## src/rtl/multicycle_control_unit.sv

```systemverilog
// Multicycle control FSM for the RV64I datapath: one FETCH->...->FETCH loop per instruction,
// driving all datapath strobes and a shared single-port memory through a req/ready handshake.
module multicycle_control_unit (
  input  logic        CLK,
  input  logic        reset_n,
  input  logic [6:0]  opcode,
  input  logic        mem_ready,
  output logic        mem_req,
  output logic        mem_addr_sel,
  output logic        WE_MEM,
  output logic        WE_RF,
  output logic [1:0]  RF_din_sel,
  output logic        ULA_din2_sel,
  output logic        load_pc,
  output logic        load_ir,
  output logic        pc_next_sel,
  output logic        pc_adder_sel,
  output logic        dp_reset,
  output logic        halted,
  output logic [31:0] instret,
  output logic [2:0]  state
);

  typedef enum logic [2:0] {
    FETCH    = 3'd0,
    DECODE   = 3'd1,
    EXEC_ALU = 3'd2,
    MEM      = 3'd3,
    BRANCH   = 3'd4,
    JUMP     = 3'd5,
    AUIPC    = 3'd6,
    HALT     = 3'd7
  } state_t;

  localparam logic [6:0] OP_R     = 7'b0110011;
  localparam logic [6:0] OP_RW    = 7'b0111011;
  localparam logic [6:0] OP_I     = 7'b0010011;
  localparam logic [6:0] OP_IW    = 7'b0011011;
  localparam logic [6:0] OP_LUI   = 7'b0110111;
  localparam logic [6:0] OP_LOAD  = 7'b0000011;
  localparam logic [6:0] OP_STORE = 7'b0100011;
  localparam logic [6:0] OP_BR    = 7'b1100011;
  localparam logic [6:0] OP_JAL   = 7'b1101111;
  localparam logic [6:0] OP_JALR  = 7'b1100111;
  localparam logic [6:0] OP_AUIPC = 7'b0010111;

  state_t      state_q, state_d;
  logic [31:0] instret_q, instret_d;

  always_ff @(posedge CLK or negedge reset_n) begin
    if (!reset_n) begin
      state_q   <= FETCH;
      instret_q <= '0;
    end else begin
      state_q   <= state_d;
      instret_q <= instret_d;
    end
  end

  always_comb begin
    state_d      = state_q;
    mem_req      = 1'b0;
    mem_addr_sel = 1'b0;
    WE_MEM       = 1'b0;
    WE_RF        = 1'b0;
    RF_din_sel   = 2'b00;
    ULA_din2_sel = 1'b0;
    load_pc      = 1'b0;
    load_ir      = 1'b0;
    pc_next_sel  = 1'b0;
    pc_adder_sel = 1'b0;
    halted       = 1'b0;
    case (state_q)
      FETCH: begin
        mem_req = 1'b1;
        if (mem_ready) begin
          load_ir = 1'b1;
          state_d = DECODE;
        end
      end
      DECODE: begin
        case (opcode)
          OP_R, OP_RW, OP_I, OP_IW, OP_LUI: state_d = EXEC_ALU;
          OP_LOAD, OP_STORE:                state_d = MEM;
          OP_BR:                            state_d = BRANCH;
          OP_JAL, OP_JALR:                  state_d = JUMP;
          OP_AUIPC:                         state_d = AUIPC;
          default:                          state_d = HALT;
        endcase
      end
      EXEC_ALU: begin
        WE_RF        = 1'b1;
        RF_din_sel   = 2'b01;
        ULA_din2_sel = !(opcode == OP_R || opcode == OP_RW);
        load_pc      = 1'b1;
        state_d      = FETCH;
      end
      MEM: begin
        // Request, address and write enable stay fixed for the whole wait.
        mem_req      = 1'b1;
        mem_addr_sel = 1'b1;
        ULA_din2_sel = 1'b1;
        WE_MEM       = (opcode == OP_STORE);
        if (mem_ready) begin
          load_pc = 1'b1;
          WE_RF   = (opcode == OP_LOAD);
          state_d = FETCH;
        end
      end
      BRANCH: begin
        pc_next_sel = 1'b1;
        load_pc     = 1'b1;
        state_d     = FETCH;
      end
      JUMP: begin
        WE_RF        = 1'b1;
        RF_din_sel   = 2'b10;
        ULA_din2_sel = 1'b1;
        pc_next_sel  = 1'b1;
        pc_adder_sel = (opcode == OP_JALR);
        load_pc      = 1'b1;
        state_d      = FETCH;
      end
      AUIPC: begin
        WE_RF      = 1'b1;
        RF_din_sel = 2'b11;
        load_pc    = 1'b1;
        state_d    = FETCH;
      end
      default: begin
        halted = 1'b1;
      end
    endcase
  end

  assign instret_d = load_pc ? instret_q + 32'd1 : instret_q;
  assign instret   = instret_q;
  assign state     = state_q;
  assign dp_reset  = !reset_n;

endmodule

```

## config.mk

```make
export PLATFORM = sky130hd
export DESIGN_NAME = multicycle_control_unit
export DESIGN_NICKNAME = d
export VERILOG_FILES = /design/src/rtl/multicycle_control_unit.sv
export SDC_FILE = /design/constraint.sdc
export NUM_CORES = 1
export LEC_CHECK = 0
export ABC_AREA = 0
export CORE_ASPECT_RATIO = 1.5
export CORE_MARGIN = 1
export CORE_UTILIZATION = 51
export CTS_CLUSTER_SIZE = 8
export DETAILED_ROUTE_END_ITERATION = 8
export PLACE_DENSITY_LB_ADDON = 0.25
export SYNTH_ARGS = -nofsm -noshare
export SYNTH_HDL_FRONTEND = slang
export SYNTH_SLANG_ARGS = --single-unit
```

## constraint.sdc

```tcl
create_clock -name CLK -period 3 [get_ports CLK]
set_input_delay 0.6 -clock CLK [delete_from_list [all_inputs] [get_ports CLK]]
set_output_delay 0.6 -clock CLK [all_outputs]
set_load 0.02 [all_outputs]
```

==> results.json, run 1 <==
{
  "wl_um": 4680,
  "drc": 0,
  "async_reset_ff_frac": 1.00,
  "wl_per_cell_um": 15.3,
  "ys_types": 43,
  "hpwl_um": 3410,
  "finalHoldViolCount": 0,
  "drv_slew": 0,
  "ys_seq_elements": 35,
  "worst_pin_slew_ps": 1070,
  "max_freq_mhz": 345,
  "synth.most_common_cell": "dfrtp_1",
  "fp-row-count": 27,
  "crit_chain": "clkdlybuf4s50_1, nand2_1, nor2_1, nand4b_1, a22o_1, clkdlybuf4s50_1",
  "synth_edf_count": 0,
  "numPortBuffers": 57,
  "diodes": 0,
  "drive_gt1_frac": 0.0951,
  "root_buffer": "clkbuf_8",
  "cp_common_cell": "clkdlybuf4s50_1",
  "crit_fanout": 4,
  "period_minus_slack_ps": 2900,
  "grt-busiest-layer": "met2",
  "cpMaxStageDelayCell": "clkdlybuf4s50_1",
  "clk_latency_ps": 280,
  "track_usage": 0.259,
  "yosysTopAreaCell": "dfrtp_1",
  "syn_area_um2": 1960,
  "die_h_um": 77.8,
  "startpoint_type": "input pin",
  "met2_usage": 0.447,
  "core_area_um2": 3680,
  "path_buf_inv": 2,
  "grt_util_met3": 0.0667,
  "top_level_ports": 58,
  "finalNetCount": 273,
  "synth_top_area_share": 0.448,
  "cts_inserted_buffers": 5,
  "syn_area_per_cell_um2": 9.83,
  "status": "finished, final reports clean",
  "antenna_found_initial": 0,
  "hold_path_class": "flip-flop to flip-flop",
  "tns_ps": 0,
  "cts.sinks": 35,
  "die_w_um": 52.6,
  "grt_first_pass_wirelength_um": 7920,
  "clock_skew_ps": 8.16,
  "instances_no_fill": 306,
  "leakage_uw": 0.00128,
  "cts_tree": "done",
  "synthMuxAreaShare": 0.00576,
  "slowest_delay_ps": 560,
  "clk_pin_slew_ps": 70,
  "synthSimpleGateAreaFrac": 0.306,
  "critPathRequiredTime_ps": 2400,
  "ir_drop_uv": 667,
  "dieArea_um2": 4090,
  "antenna_left": 0,
  "synth_top_family_by_area": "simple AND/OR/NAND/NOR gates",
  "grt.met1_usage": 0.300,
  "finalCritPeriodShare": 0.967,
  "arrival_ps": 2300,
  "critical-path-top-delay-family": "buffers and inverters",
  "place_congestion": 0.811,
  "drt_iter0_markers": 32,
  "start_util": 0.531,
  "area_growth_pct": 37.4,
  "grt_pass1_vias": 1674,
  "synth_flop_cell": "dfrtp_1",
  "viasPerCell": 5.63,
  "first_pass_iters": 4,
  "crit_type": "input pin to primary output",
  "p_per_area_nw_per_um2": 665,
  "drv_cap": 0,
  "cts_buffer_depth": 2,
  "synth_nets": 210,
  "rsz0062_at_grt": "no",
  "synth-xor-area-share": 0.143,
  "setup_viol_count_final": 0,
  "vias": 1724,
  "synthTopCellsByArea": "dfrtp_1, xor2_1, nand2_1",
  "cts_setup_buffers": 0,
  "grt_start_max_net_pins": 36,
  "cts_max_level": 2,
  "synth_compound_area_frac": 0.0461,
  "yosysSeqAreaShare": 0.448,
  "overflow": 0,
  "synth-adder-area-share": 0.0115,
  "cts_hold_buf": 0,
  "postSynthCellCount": 199,
  "worstSetupEndpointType": "primary output",
  "dp_cells": 298,
  "slew_headroom": 0.283,
  "netlist_top_cells_count": "dfrtp_1, xor2_1, nand2_1, nand3_1, nor2_1",
  "yosysWarnings": 0
}
## layout make-up
class | count | area [um2]
repair buffers | 64 | 631
multi-input cells | 146 | 1010
flip-flops and latches | 35 | 876
clock inverters | 1 | 5.00
inverters | 10 | 37.5
clock buffers | 7 | 76.3
fillers | 304 | 996
well taps | 43 | 53.8
## sequential cells by signal (all words and copies together) (netlist names)
signal and cells:
instret 32, state 3
## logic make-up (layout without fill, tap and decap cells)
| kind of cell | after synthesis | count (layout) |
|---|---|---|
| xor+xnor | 32 | 32 |
| flops | 35 | 35 |
| compound gates | 12 | 12 |
| simple gates | 99 | 99 |
| fa+ha+maj | 2 | 2 |
| mux | 1 | 1 |
| buf+inv | 18 | 82 |
## timing repair
| action | CTS | global route |
|---|---|---|
| endpoints found under the hold margin | 0 | 0 |
| resized for setup | 0 | 4 |
| endpoints found under the setup margin | 0 | 3 |
## cell usage in the layout (no fill, tap or decap), types with 3 or more instances in the layout
cell type / instances
nor3_2: 3
nor2b_1: 5
inv_1: 10
and4_1: 6
nand2_1: 18
nand2b_1: 3
nor2_1: 12
xor2_1: 27
dfrtp_1: 35
clkbuf_8: 5
xnor2_1: 5
nand3_1: 13
buf_4: 7
nor3_1: 7
nor4_1: 10
dlymetal6s2s_1: 3
nor4_2: 3
clkdlybuf4s50_1: 54
nand4_1: 5
## final timing paths
path                                 to         from  slack (ps)  cells past startpoint
hold / removal              instret[31]  instret[31]         470                      1
min in group asynchronous   instret[18]      reset_n         820                      2
hold reg to reg             instret[31]  instret[31]         470                      1
max in group asynchronous   instret[22]      reset_n        1870                      2
setup reg to reg            instret[26]     state[1]         790                      5
setup / recovery           ULA_din2_sel    opcode[1]         100                      6
## layer usage
metal / wire length, um / share of wire / vias up
met3: 226 / 0.048 / 6
met2: 2540 / 0.54 / 53
met1: 1840 / 0.39 / 844
li1: - / - / 821
met5: 0 / 0 / -
met4: 70 / 0.015 / 0
## metrics by stage
| step | worst slack, ps | hold slack (ps) | total power [uW] | instance area, um2 | util |
|---|---|---|---|---|---|
| 5_1_grt | 25.5 | 496 | 1880 | 2690 | 0.730 |
| 2_1_floorplan | 893 | 304 | 1100 | 1960 | - |
| 4_1_cts | 25.8 | 478 | 1800 | 2670 | 0.726 |
| 3_3_place_gp | 64.0 | 456 | 1460 | 2590 | 0.704 |
| 6_report | 99.3 | 472 | 1790 | 2690 | 0.730 |
| 3_5_place_dp | 31.5 | 463 | 1470 | 2590 | 0.704 |
## report_power, final
| group | total (uW) | switching, uW | leakage, uW | internal (uW) |
|---|---|---|---|---|
| sequential | 648 | 112 | 0.000457 | 536 |
| combinational | 806 | 430 | 0.000781 | 376 |
| clock | 332 | 169 | 0.0000422 | 163 |
| total | 1790 | 711 | 0.00128 | 1070 |
## worst reg2reg max path: stages (launching register included)
cell and delay, ps:
dfrtp_1 430, buf_4 210, nand2_1 160, o21ai_1 880, nor4_1 200, xor2_1 200
No activity file was read; power rests on OpenSTA's default activity.
==> inputs of run 2 (changes only) <==
ABC_CLOCK_PERIOD_IN_PS = 3000   (was unset)
CAP_MARGIN = 40   (was unset)
==> run 2 against run 1 <==
Via count up 1.2%. Cell count up 0.33%. Global-route usage down 0.97 points. Worst setup slack better by 12 ps. Routed wire length down 1.9%. Clock power about the same. Register-to-register slack better by 170 ps. Sequential power up 0.6%. Total power up 0.62%. Critical path depth unchanged. Maximum frequency up 0.41%. Critical path type unchanged. Critical endpoint unchanged.
==> results.json, run 2 (synthesis results as in run 1) <==
{
  "status": "finished, final reports clean",
  "setup_viol_count_final": 0,
  "drt_iter0_markers": 28,
  "drc": 0,
  "clock_skew_ps": 2.70,
  "diodes": 0,
  "hp-start": "instret[31]",
  "wl_per_cell_um": 15.0,
  "slew_headroom": 0.405,
  "crit_type": "input pin to primary output",
  "viasPerCell": 5.68,
  "antenna_found_initial": 0,
  "clk_pin_slew_ps": 70,
  "layout_common_cells": "clkdlybuf4s50_1, dfrtp_1, xor2_1",
  "start_util": 0.531,
  "tns_ps": 0,
  "die_h_um": 77.8,
  "drive_gt1_frac": 0.0985,
  "core_area_um2": 3680,
  "rrSetupSlack_ps": 960,
  "area_growth_pct": 37.6,
  "cts_buffer_depth": 2,
  "fp-row-count": 27,
  "cts_inserted_buffers": 5,
  "finalNetCount": 274,
  "rsz0062_at_grt": "no",
  "root_buffer": "clkbuf_8",
  "clk_latency_ps": 290,
  "n_fill_cell": 301,
  "cts.sinks": 35,
  "final_common_cell": "clkdlybuf4s50_1",
  "p_per_area_nw_per_um2": 668,
  "finalCritPeriodShare": 0.963,
  "track_usage": 0.250,
  "arrival_ps": 2290,
  "hold_path_class": "flip-flop to flip-flop",
  "max_freq_mhz": 346,
  "worstSetupEndpointType": "primary output",
  "period_minus_slack_ps": 2890,
  "cts_max_level": 2,
  "cts_tree": "done",
  "numPortBuffers": 57,
  "startpoint_type": "input pin",
  "crit_fanout": 4,
  "grt_pass1_vias": 1732,
  "finalHoldViolCount": 0,
  "drv_slew": 0,
  "timing.rr.start": "state[1]",
  "ir_drop_uv": 657,
  "wl_um": 4590,
  "drv_cap": 0,
  "largest_register_ffs": 32,
  "p_total_uw": 1800,
  "critPathRequiredTime_ps": 2400,
  "worst_pin_slew_ps": 889,
  "vias": 1745,
  "first_pass_iters": 5,
  "antenna_left": 0,
  "leakage_uw": 0.00127,
  "grt_first_pass_wirelength_um": 7690,
  "place_congestion": 0.811,
  "top_level_ports": 58,
  "grt_start_max_net_pins": 36,
  "crit_start": "opcode[0]",
  "cts_hold_buf": 0,
  "hpwl_um": 3380,
  "overflow": 0,
  "die_w_um": 52.6,
  "dieArea_um2": 4090
}
-- run 2: cell types whose count changed in the layout (fill, tap and decap cells not counted) --
cell / before / now
buf_4: 7 / 8
dlymetal6s2s_1: 3 / 2
clkdlybuf4s50_1: 54 / 55
-- run 2: cell type report --
class	count	area (um2)	share of cell area
Multi-Input combinational cell	146	1010	0.374
Sequential cell	35	876	0.325
Timing Repair Buffer	65	636	0.236
Clock buffer	7	76.3	0.0284
Tap cell	43	53.8	0.0200
Inverter	10	37.5	0.0139
Clock inverter	1	5.00	0.00186
-- run 2: worst paths after layout --
path | cells past startpoint | endpoint
max in group asynchronous | 2 | instret[6]
max reg2reg | 5 | instret[15]
max | 6 | ULA_din2_sel
min | 1 | instret[31]
min reg2reg | 1 | instret[31]
min in group asynchronous | 2 | instret[19]
-- run 2: critical path: stages --
cell,delay [ps]
clkdlybuf4s50_1,450
nand2_1,100
nor2_1,160
nand4b_1,170
a22o_1,260
clkdlybuf4s50_1,550
-- run 2: per-stage QoR --
step	worst slack (ps)	instance area, um2	util	std cells	hold slack [ps]
after global routing	7.53	2690	0.731	307	496
after CTS	36.0	2680	0.728	307	478
after floorplan	893	1960	-	199	304
final	111	2690	0.731	307	475
after global placement	64.0	2590	0.704	298	456
after detailed placement	36.7	2600	0.706	299	463
-- run 2: power by group --
group          leakage [uW]  switching, uW  internal, uW
combinational      0.000766            431           385
sequential         0.000457            116           536
clock             0.0000422            167           163
-- run 2: timing repair --
action,4_1_cts,5_1_grt
endpoints found under the setup margin,0,3
buffers inserted,0,0
gates resized for setup,0,3
-- run 2: metal layers --
| layer | GRT usage | wire length (um) | vias to the layer above |
|---|---|---|---|
| met5 | 0 | 0 | - |
| met4 | 0.113 | 106 | 0 |
| met3 | 0.0588 | 228 | 8 |
| met2 | 0.433 | 2440 | 55 |
| met1 | 0.275 | 1820 | 854 |
| li1 | - | - | 828 |
